`src/rtl/playfield_engine.sv`:
```
`default_nettype none
// ============================================================================
// Module   : playfield_engine
// Purpose  : Playfield store and move arbiter. Holds a ROWS x COLS board of
//            colour codes (0 = empty), checks proposed piece moves one cell
//            per cycle, and answers each accepted request with exactly one of
//            commit / declined / steal. A colliding gravity step locks the
//            current piece into the board, removes full rows and reports how
//            many were removed.
// Ports    : clk, reset (sync, active-low)
//            req/intent/prop_x/prop_y/cur_x/cur_y/piece_color : move request
//            rd_x/rd_y -> rd_color : renderer read port with live overlay
//            ready/busy/commit/declined/steal/lines_cleared/top_out : status
// Revision : 1.0 - initial release
// ============================================================================
module playfield_engine #(
  parameter int COLS    = 10,
  parameter int ROWS    = 20,
  parameter int CELLS   = 4,
  parameter int CW      = 5,
  parameter int COLOR_W = 3,
  parameter int LCW     = $clog2(ROWS + 1)
) (
  input  logic                  clk,
  input  logic                  reset,
  input  logic                  req,
  input  logic                  intent,
  input  logic [CELLS*CW-1:0]   prop_x,
  input  logic [CELLS*CW-1:0]   prop_y,
  input  logic [CELLS*CW-1:0]   cur_x,
  input  logic [CELLS*CW-1:0]   cur_y,
  input  logic [COLOR_W-1:0]    piece_color,
  input  logic [CW-1:0]         rd_x,
  input  logic [CW-1:0]         rd_y,
  output logic [COLOR_W-1:0]    rd_color,
  output logic                  ready,
  output logic                  busy,
  output logic                  commit,
  output logic                  declined,
  output logic                  steal,
  output logic [LCW-1:0]        lines_cleared,
  output logic                  top_out
);

  // Index widths. Row/column indices are taken from the low bits of a
  // CW-bit coordinate, so CW must be at least as wide as c_RIW and c_XIW.
  localparam int c_RIW = (ROWS  > 1) ? $clog2(ROWS)  : 1;
  localparam int c_XIW = (COLS  > 1) ? $clog2(COLS)  : 1;
  localparam int c_IIW = (CELLS > 1) ? $clog2(CELLS) : 1;

  localparam logic [CW-1:0]    c_COLS      = CW'(COLS);
  localparam logic [CW-1:0]    c_ROWS      = CW'(ROWS);
  localparam logic [c_RIW-1:0] c_LAST_ROW  = c_RIW'(ROWS - 1);
  localparam logic [c_IIW-1:0] c_LAST_CELL = c_IIW'(CELLS - 1);

  typedef enum logic [2:0] {
    S_CLEAR = 3'd0,
    S_IDLE  = 3'd1,
    S_CHECK = 3'd2,
    S_RESP  = 3'd3,
    S_LOCK  = 3'd4,
    S_SCAN  = 3'd5,
    S_DONE  = 3'd6
  } state_t;

  state_t r_state;
  state_t w_next;

  logic [COLOR_W-1:0] r_board [ROWS][COLS];

  // r_row is shared: clear index in S_CLEAR, scan index in S_SCAN.
  logic [c_RIW-1:0]     r_row;
  logic [c_IIW-1:0]     r_cell;
  logic                 r_hit;
  logic                 r_intent;
  logic [CELLS*CW-1:0]  r_prop_x;
  logic [CELLS*CW-1:0]  r_prop_y;
  logic [CELLS*CW-1:0]  r_cur_x;
  logic [CELLS*CW-1:0]  r_cur_y;
  logic [COLOR_W-1:0]   r_color;
  logic [LCW-1:0]       r_count;

  logic [CW-1:0] w_px, w_py, w_lx, w_ly;
  logic          w_p_oob, w_l_oob, w_cell_hit;
  logic          w_row_full, w_row0_any, w_live_hit;

  // --------------------------------------------------------------------------
  // Cell selection for CHECK (latched proposal) and LOCK (latched current)
  // --------------------------------------------------------------------------
  always_comb begin
    w_px       = r_prop_x[int'(r_cell)*CW +: CW];
    w_py       = r_prop_y[int'(r_cell)*CW +: CW];
    w_lx       = r_cur_x[int'(r_cell)*CW +: CW];
    w_ly       = r_cur_y[int'(r_cell)*CW +: CW];
    w_p_oob    = (w_px >= c_COLS) || (w_py >= c_ROWS);
    w_l_oob    = (w_lx >= c_COLS) || (w_ly >= c_ROWS);
    w_cell_hit = w_p_oob;
    if (!w_p_oob && (r_board[w_py[c_RIW-1:0]][w_px[c_XIW-1:0]] != '0))
      w_cell_hit = 1'b1;
  end

  // Row status for the scan index and for row 0 (top_out).
  always_comb begin
    w_row_full = 1'b1;
    w_row0_any = 1'b0;
    for (int c = 0; c < COLS; c++) begin
      if (r_board[r_row][c] == '0) w_row_full = 1'b0;
      if (r_board[0][c] != '0)     w_row0_any = 1'b1;
    end
  end

  // Live (not latched) piece overlay for the read port.
  always_comb begin
    w_live_hit = 1'b0;
    for (int i = 0; i < CELLS; i++)
      if ((cur_x[i*CW +: CW] == rd_x) && (cur_y[i*CW +: CW] == rd_y))
        w_live_hit = 1'b1;
  end

  // --------------------------------------------------------------------------
  // FSM
  // --------------------------------------------------------------------------
  always_ff @(posedge clk) begin
    if (!reset) r_state <= S_CLEAR;
    else        r_state <= w_next;
  end

  always_comb begin
    w_next   = r_state;
    ready    = 1'b0;
    busy     = 1'b1;
    commit   = 1'b0;
    declined = 1'b0;
    steal    = 1'b0;
    case (r_state)
      S_CLEAR: if (r_row == c_LAST_ROW) w_next = S_IDLE;
      S_IDLE: begin
        ready = 1'b1;
        busy  = 1'b0;
        if (req) w_next = S_CHECK;
      end
      S_CHECK: if (r_cell == c_LAST_CELL) w_next = S_RESP;
      S_RESP: begin
        if (!r_hit) begin
          commit = 1'b1;
          w_next = S_IDLE;
        end else if (r_intent) begin
          declined = 1'b1;
          w_next   = S_IDLE;
        end else begin
          w_next = S_LOCK;
        end
      end
      S_LOCK: if (r_cell == c_LAST_CELL) w_next = S_SCAN;
      // Row 0 is the last row looked at; leave only once it tests non-full.
      S_SCAN: if (!w_row_full && (r_row == '0)) w_next = S_DONE;
      S_DONE: begin
        steal  = 1'b1;
        w_next = S_IDLE;
      end
      default: w_next = S_CLEAR;
    endcase
  end

  // --------------------------------------------------------------------------
  // Datapath and board
  // --------------------------------------------------------------------------
  always_ff @(posedge clk) begin
    if (!reset) begin
      r_row         <= '0;
      r_cell        <= '0;
      r_hit         <= 1'b0;
      r_intent      <= 1'b0;
      r_prop_x      <= '0;
      r_prop_y      <= '0;
      r_cur_x       <= '0;
      r_cur_y       <= '0;
      r_color       <= '0;
      r_count       <= '0;
      lines_cleared <= '0;
      top_out       <= 1'b0;
    end else begin
      case (r_state)
        S_CLEAR: begin
          for (int c = 0; c < COLS; c++) r_board[r_row][c] <= '0;
          r_row <= (r_row == c_LAST_ROW) ? '0 : r_row + 1'b1;
        end
        S_IDLE: begin
          if (req) begin
            r_prop_x <= prop_x;
            r_prop_y <= prop_y;
            r_cur_x  <= cur_x;
            r_cur_y  <= cur_y;
            r_color  <= piece_color;
            r_intent <= intent;
            r_hit    <= 1'b0;
            r_cell   <= '0;
          end
        end
        S_CHECK: begin
          r_hit  <= r_hit | w_cell_hit;
          r_cell <= (r_cell == c_LAST_CELL) ? '0 : r_cell + 1'b1;
        end
        S_LOCK: begin
          if (!w_l_oob) r_board[w_ly[c_RIW-1:0]][w_lx[c_XIW-1:0]] <= r_color;
          r_cell <= (r_cell == c_LAST_CELL) ? '0 : r_cell + 1'b1;
          if (r_cell == c_LAST_CELL) begin
            r_row   <= c_LAST_ROW;
            r_count <= '0;
          end
        end
        S_SCAN: begin
          if (w_row_full) begin
            // Drop everything above the full row by one; the index stays
            // put so the row that just moved into place is re-tested.
            for (int r = ROWS - 1; r > 0; r--)
              if (r <= int'(r_row))
                for (int c = 0; c < COLS; c++) r_board[r][c] <= r_board[r-1][c];
            for (int c = 0; c < COLS; c++) r_board[0][c] <= '0;
            r_count <= r_count + 1'b1;
          end else if (r_row != '0) begin
            r_row <= r_row - 1'b1;
          end else begin
            // Board is final here, so the results line up with the steal pulse.
            lines_cleared <= r_count;
            top_out       <= w_row0_any;
          end
        end
        default: ;
      endcase
    end
  end

  // --------------------------------------------------------------------------
  // Renderer read port
  // --------------------------------------------------------------------------
  always_ff @(posedge clk) begin
    if (!reset)
      rd_color <= '0;
    else if ((rd_x >= c_COLS) || (rd_y >= c_ROWS))
      rd_color <= '0;
    else if (w_live_hit)
      rd_color <= piece_color;
    else
      rd_color <= r_board[rd_y[c_RIW-1:0]][rd_x[c_XIW-1:0]];
  end

endmodule
`default_nettype wire

```
`config.mk`:
```
export PLATFORM = sky130hd
export DESIGN_NAME = playfield_engine
export DESIGN_NICKNAME = d
export VERILOG_FILES = /design/src/rtl/playfield_engine.sv
export SDC_FILE = /design/constraint.sdc
export NUM_CORES = 2
export LEC_CHECK = 0
export CAP_MARGIN = 30
export CORE_MARGIN = 1.5
export CORE_UTILIZATION = 40
export DETAILED_ROUTE_END_ITERATION = 10
export PLACE_DENSITY = 0.62
export SLEW_MARGIN = 15
export SYNTH_ARGS = -nofsm -noshare
export SYNTH_HDL_FRONTEND = slang
export SYNTH_SLANG_ARGS = --single-unit
```
`constraint.sdc`:
```
create_clock -name clk -period 11.1 [get_ports clk]
set_input_delay 1.665 -clock clk [delete_from_list [all_inputs] [get_ports clk]]
set_output_delay 1.665 -clock clk [all_outputs]
set_load 0.02 [all_outputs]
```
==> run summary <==
Walking the worst path, the cells encountered are clkdlybuf4s50_1 > clkinv_2 > or3_1 > nor4b_4 > buf_4 > nand2_4 > inv_4 > buf_4. Wire length per cell: 33.9 um. The via count of the first global-routing pass was 46.6k; the fraction of synthesized area in multiplexers was 15.2%. The flow ran to the end, and the final reports show no timing, DRC or antenna violations.

Summed over all nets, the half-perimeter wirelength after detailed placement is 168 mm. The tools report the count of hold-fix buffers inserted at cts as 0. The count of placed standard cells in the final layout, fillers left out was 7239. The post-layout minimum cycle time is 5.97 ns.

The total of cells resized after clock tree synthesis came out at 0. In this run the core area contains 140 standard-cell rows. The min-delay analysis places its worst path in the category reg -> reg.

In the synthesized netlist the async set-or-reset flop fraction comes to 0%. In this run the critical register-to-register path is launched from r_cell[1]. Number of max-cap violations: 0.

The weighted congestion reported at the end of routability-driven placement was 1.09. Across the VDD grid, the largest voltage drop is 0.000133 V. The routed layout has 50.6k vias. The critical path launch point type was a primary input. The run gives 21.2 nW as the leakage power summed over all cells. Synthesized net count: 5471.

The register bit total from synthesis is 1074, and the final clock period utilization by the worst path is 53.8%. The simple-gate area share of the yosys netlist is 14.4%, and the overall global routing resource usage is 31.8%. The initial antenna violation count is 12, and the clock transition at the registers of the reported paths is 0.06 ns. At the later pin of the worst-skew pair, clock insertion delay measures 0.76 ns.

For the endpoint required time on the critical path, the log shows 11.51 ns. The tools report the final-report max-slew violation count as 0. The tools report the capturing element type of the critical path as a flip-flop.

For this configuration, the core starts out at a cell density of 40.4%. The overall die height works out to 387 um. The synthesized area divided by synthesized cell count was 11.0 um^2. The most instantiated flip-flop cell in the synthesis netlist is edfxtp_1. The number of synthesized flops with an enable pin works out to 930. The share of cells above drive strength 1 works out to 13.3%. By area, the combinational part of the netlist is dominated by multiplexers.

Derived from the worst setup path, the maximum achievable clock frequency is 167 MHz. The worst endpoint data arrival time is 6.38 ns. For this block, the routed nets add up to 246 mm of wire. The post-synthesis to final-layout area growth is 11.2%. For the pin with the worst max-slew slack, the measured transition is 1.17 ns. Summing the areas of all compound-gate instances in the mapped netlist gives 14.0% of the synthesized area. For the final-report setup violation count, the log shows 0. The core region is 146000 um^2. Dividing total power by cell area gives a power density of 135 nW/um^2. The critical path is of the in -> reg type.

The largest individual stage delay along the critical path comes from the cell clkdlybuf4s50_1. Synthesis produced 5367 cells. The count of buffers added on input and output ports is 110. The run gives 7021 as the placed instance count.

The most critical setup path has its startpoint at reset. The final-stage net count is 5325. Adding up every negative setup slack in the final design gives 0 ns. The worst pin sits at a relative slew slack of 21.9%. The critical path's largest stage delay works out to 0.84 ns. After global routing the overflow that remains totals 0. The CTS buffer count is 110.

The violation count after the first detailed-routing iteration is 9466, and the final count of hold timing violations is 0. The tools report the distinct cell type count of the synthesized netlist as 78. The post-synthesis instance area is 59000 um^2. For the final database, setup skew stands at 0.0339 ns.

Entering global routing, the biggest net connects 270 pins. Root buffer selected by CTS: clkbuf_16. TritonCTS built the clock tree. The first global-routing pass estimated 347 mm of wire. Summing the sequential cell areas from Yosys gives 52.2% of the chip area. Once detail routing completed, the nets flagged for antenna violations numbered 0. For the number of warnings printed during yosys synthesis, the log shows 0. Critical hold path startpoint: r_cur_y[10].

The die covers 150000 um^2. The number of post-CTS setup repair buffers is 0. Setup repair after global routing left no endpoint under its margin.

Of the total synthesized cell area, the portion taken by XOR and XNOR cells is 0.593%. The average vias per placed instance was 6.99. No sink is reached through more buffers than the 3 on the longest clock path. Cell repeated most along the worst path: buf_4. The H-tree generated during clock tree synthesis spans 3 levels. The pre-antenna-repair detailed-routing pass consisted of 6 iterations. After Yosys synthesis, full adders, half adders and majority gates account for 0.148% of the synthesized area. The width of the die works out to 387 um. The sink count of the clock tree is 1074. For this design the top-level I/O count stands at 111.

For this run, design rule violations remaining after detail routing come to 0. Along the worst path, the maximum fanout reaches 79.
## metal layers
metal	wire (um)	share of wire (%)	global-route usage, %	up-vias
met5	82	0.033	0	-
met4	16600	6.7	18.5	12
met3	38400	16	9.94	719
met2	102000	42	45.1	4470
met1	88300	36	42.7	24900
li1	-	-	-	20500
## placed cells by master, fill, tap and decap left out, types with 104 or more instances in the layout
master | synthesis | final
mux4_2 | 331 | 329
buf_4 | 5 | 104
dfxtp_1 | 144 | 142
nor3_1 | 384 | 382
a21oi_1 | 190 | 176
o22ai_1 | 209 | 209
nand2_1 | 920 | 916
o21ai_0 | 656 | 655
mux2i_1 | 137 | 137
clkbuf_16 | 0 | 111
clkdlybuf4s50_1 | 0 | 106
nor2_1 | 194 | 191
edfxtp_1 | 930 | 930
## through the flow
stage	instance area, um^2	util [%]	hold WS, ns	total power, mW	worst slack (ns)
6_report	65600	44.9	0.454	8.85	5.13
5_1_grt	65600	44.9	0.471	9.00	4.91
4_1_cts	65600	44.9	0.455	8.82	5.20
3_5_place_dp	61900	42.4	0.447	5.07	4.42
3_3_place_gp	61700	42.2	0.440	5.06	4.38
2_1_floorplan	59000	-	0.433	4.79	5.51
## critical path, delay by kind of cell
family,cells,cell delay (ns)
buffers and inverters,5,3.26
and+or+nand+nor,3,1.30
## sequential cells by signal, summed over array words and instances, names as in the netlist, named ones only
signal,cells
r_board,960
r_cur_x,20
r_cur_y,20
r_prop_x,20
r_prop_y,20
lines_cleared,5
r_count,5
r_row,5
r_color,3
r_state,3
rd_color,3
r_cell,2
r_hit,1
r_intent,1
top_out,1
## cells by family after synthesis
family / Yosys count
and+or+nand+nor: 1871
AOI/OAI and AO/OA: 1384
DFF: 1074
buffers and inverters: 510
muxes: 481
xor gates and xnor gates: 40
adders and majority gates: 7
## Yosys cell counts, types with 94 or more instances
cell      instances  share of area [%]
a21oi_1         190                1.6
or3_1            94                1.0
mux4_2          331                 13
nor2_1          194                1.2
edfxtp_1        930                 47
mux2i_1         137                2.3
o22ai_1         209                2.2
clkbuf_1        373                2.4
o21ai_0         656                5.6
nor3_1          384                3.3
o311ai_0         95                1.4
nand2_1         920                5.8
dfxtp_1         144                4.9
## area by class of cell
type / count / area [um^2]
tap: 1917 / 2400
multi-input combinational: 3783 / 26400
sequential: 1074 / 30800
fill: 13500 / 80400
timing repair buffer: 235 / 2250
antenna: 5 / 12.5
clock buffer: 126 / 2870
inverter: 17 / 77.6
clock inverter: 82 / 767
## path summary, 6_finish.rpt
| check | cells after the start | to | slack [ns] |
|---|---|---|---|
| setup / recovery | 8 | r_board[26][17] | 5.13 |
| hold / removal | 2 | r_cur_y[10] | 0.45 |
| setup reg to reg | 13 | r_hit | 5.45 |
| hold reg to reg | 2 | r_cur_y[10] | 0.45 |
## power by group
part,leakage (nW),switching [mW],internal [mW]
clock,1.77,1.69,2.14
sequential,11.2,0.0213,4.34
combinational,8.21,0.451,0.210
Note: power is estimated with default switching activity, not from simulation.
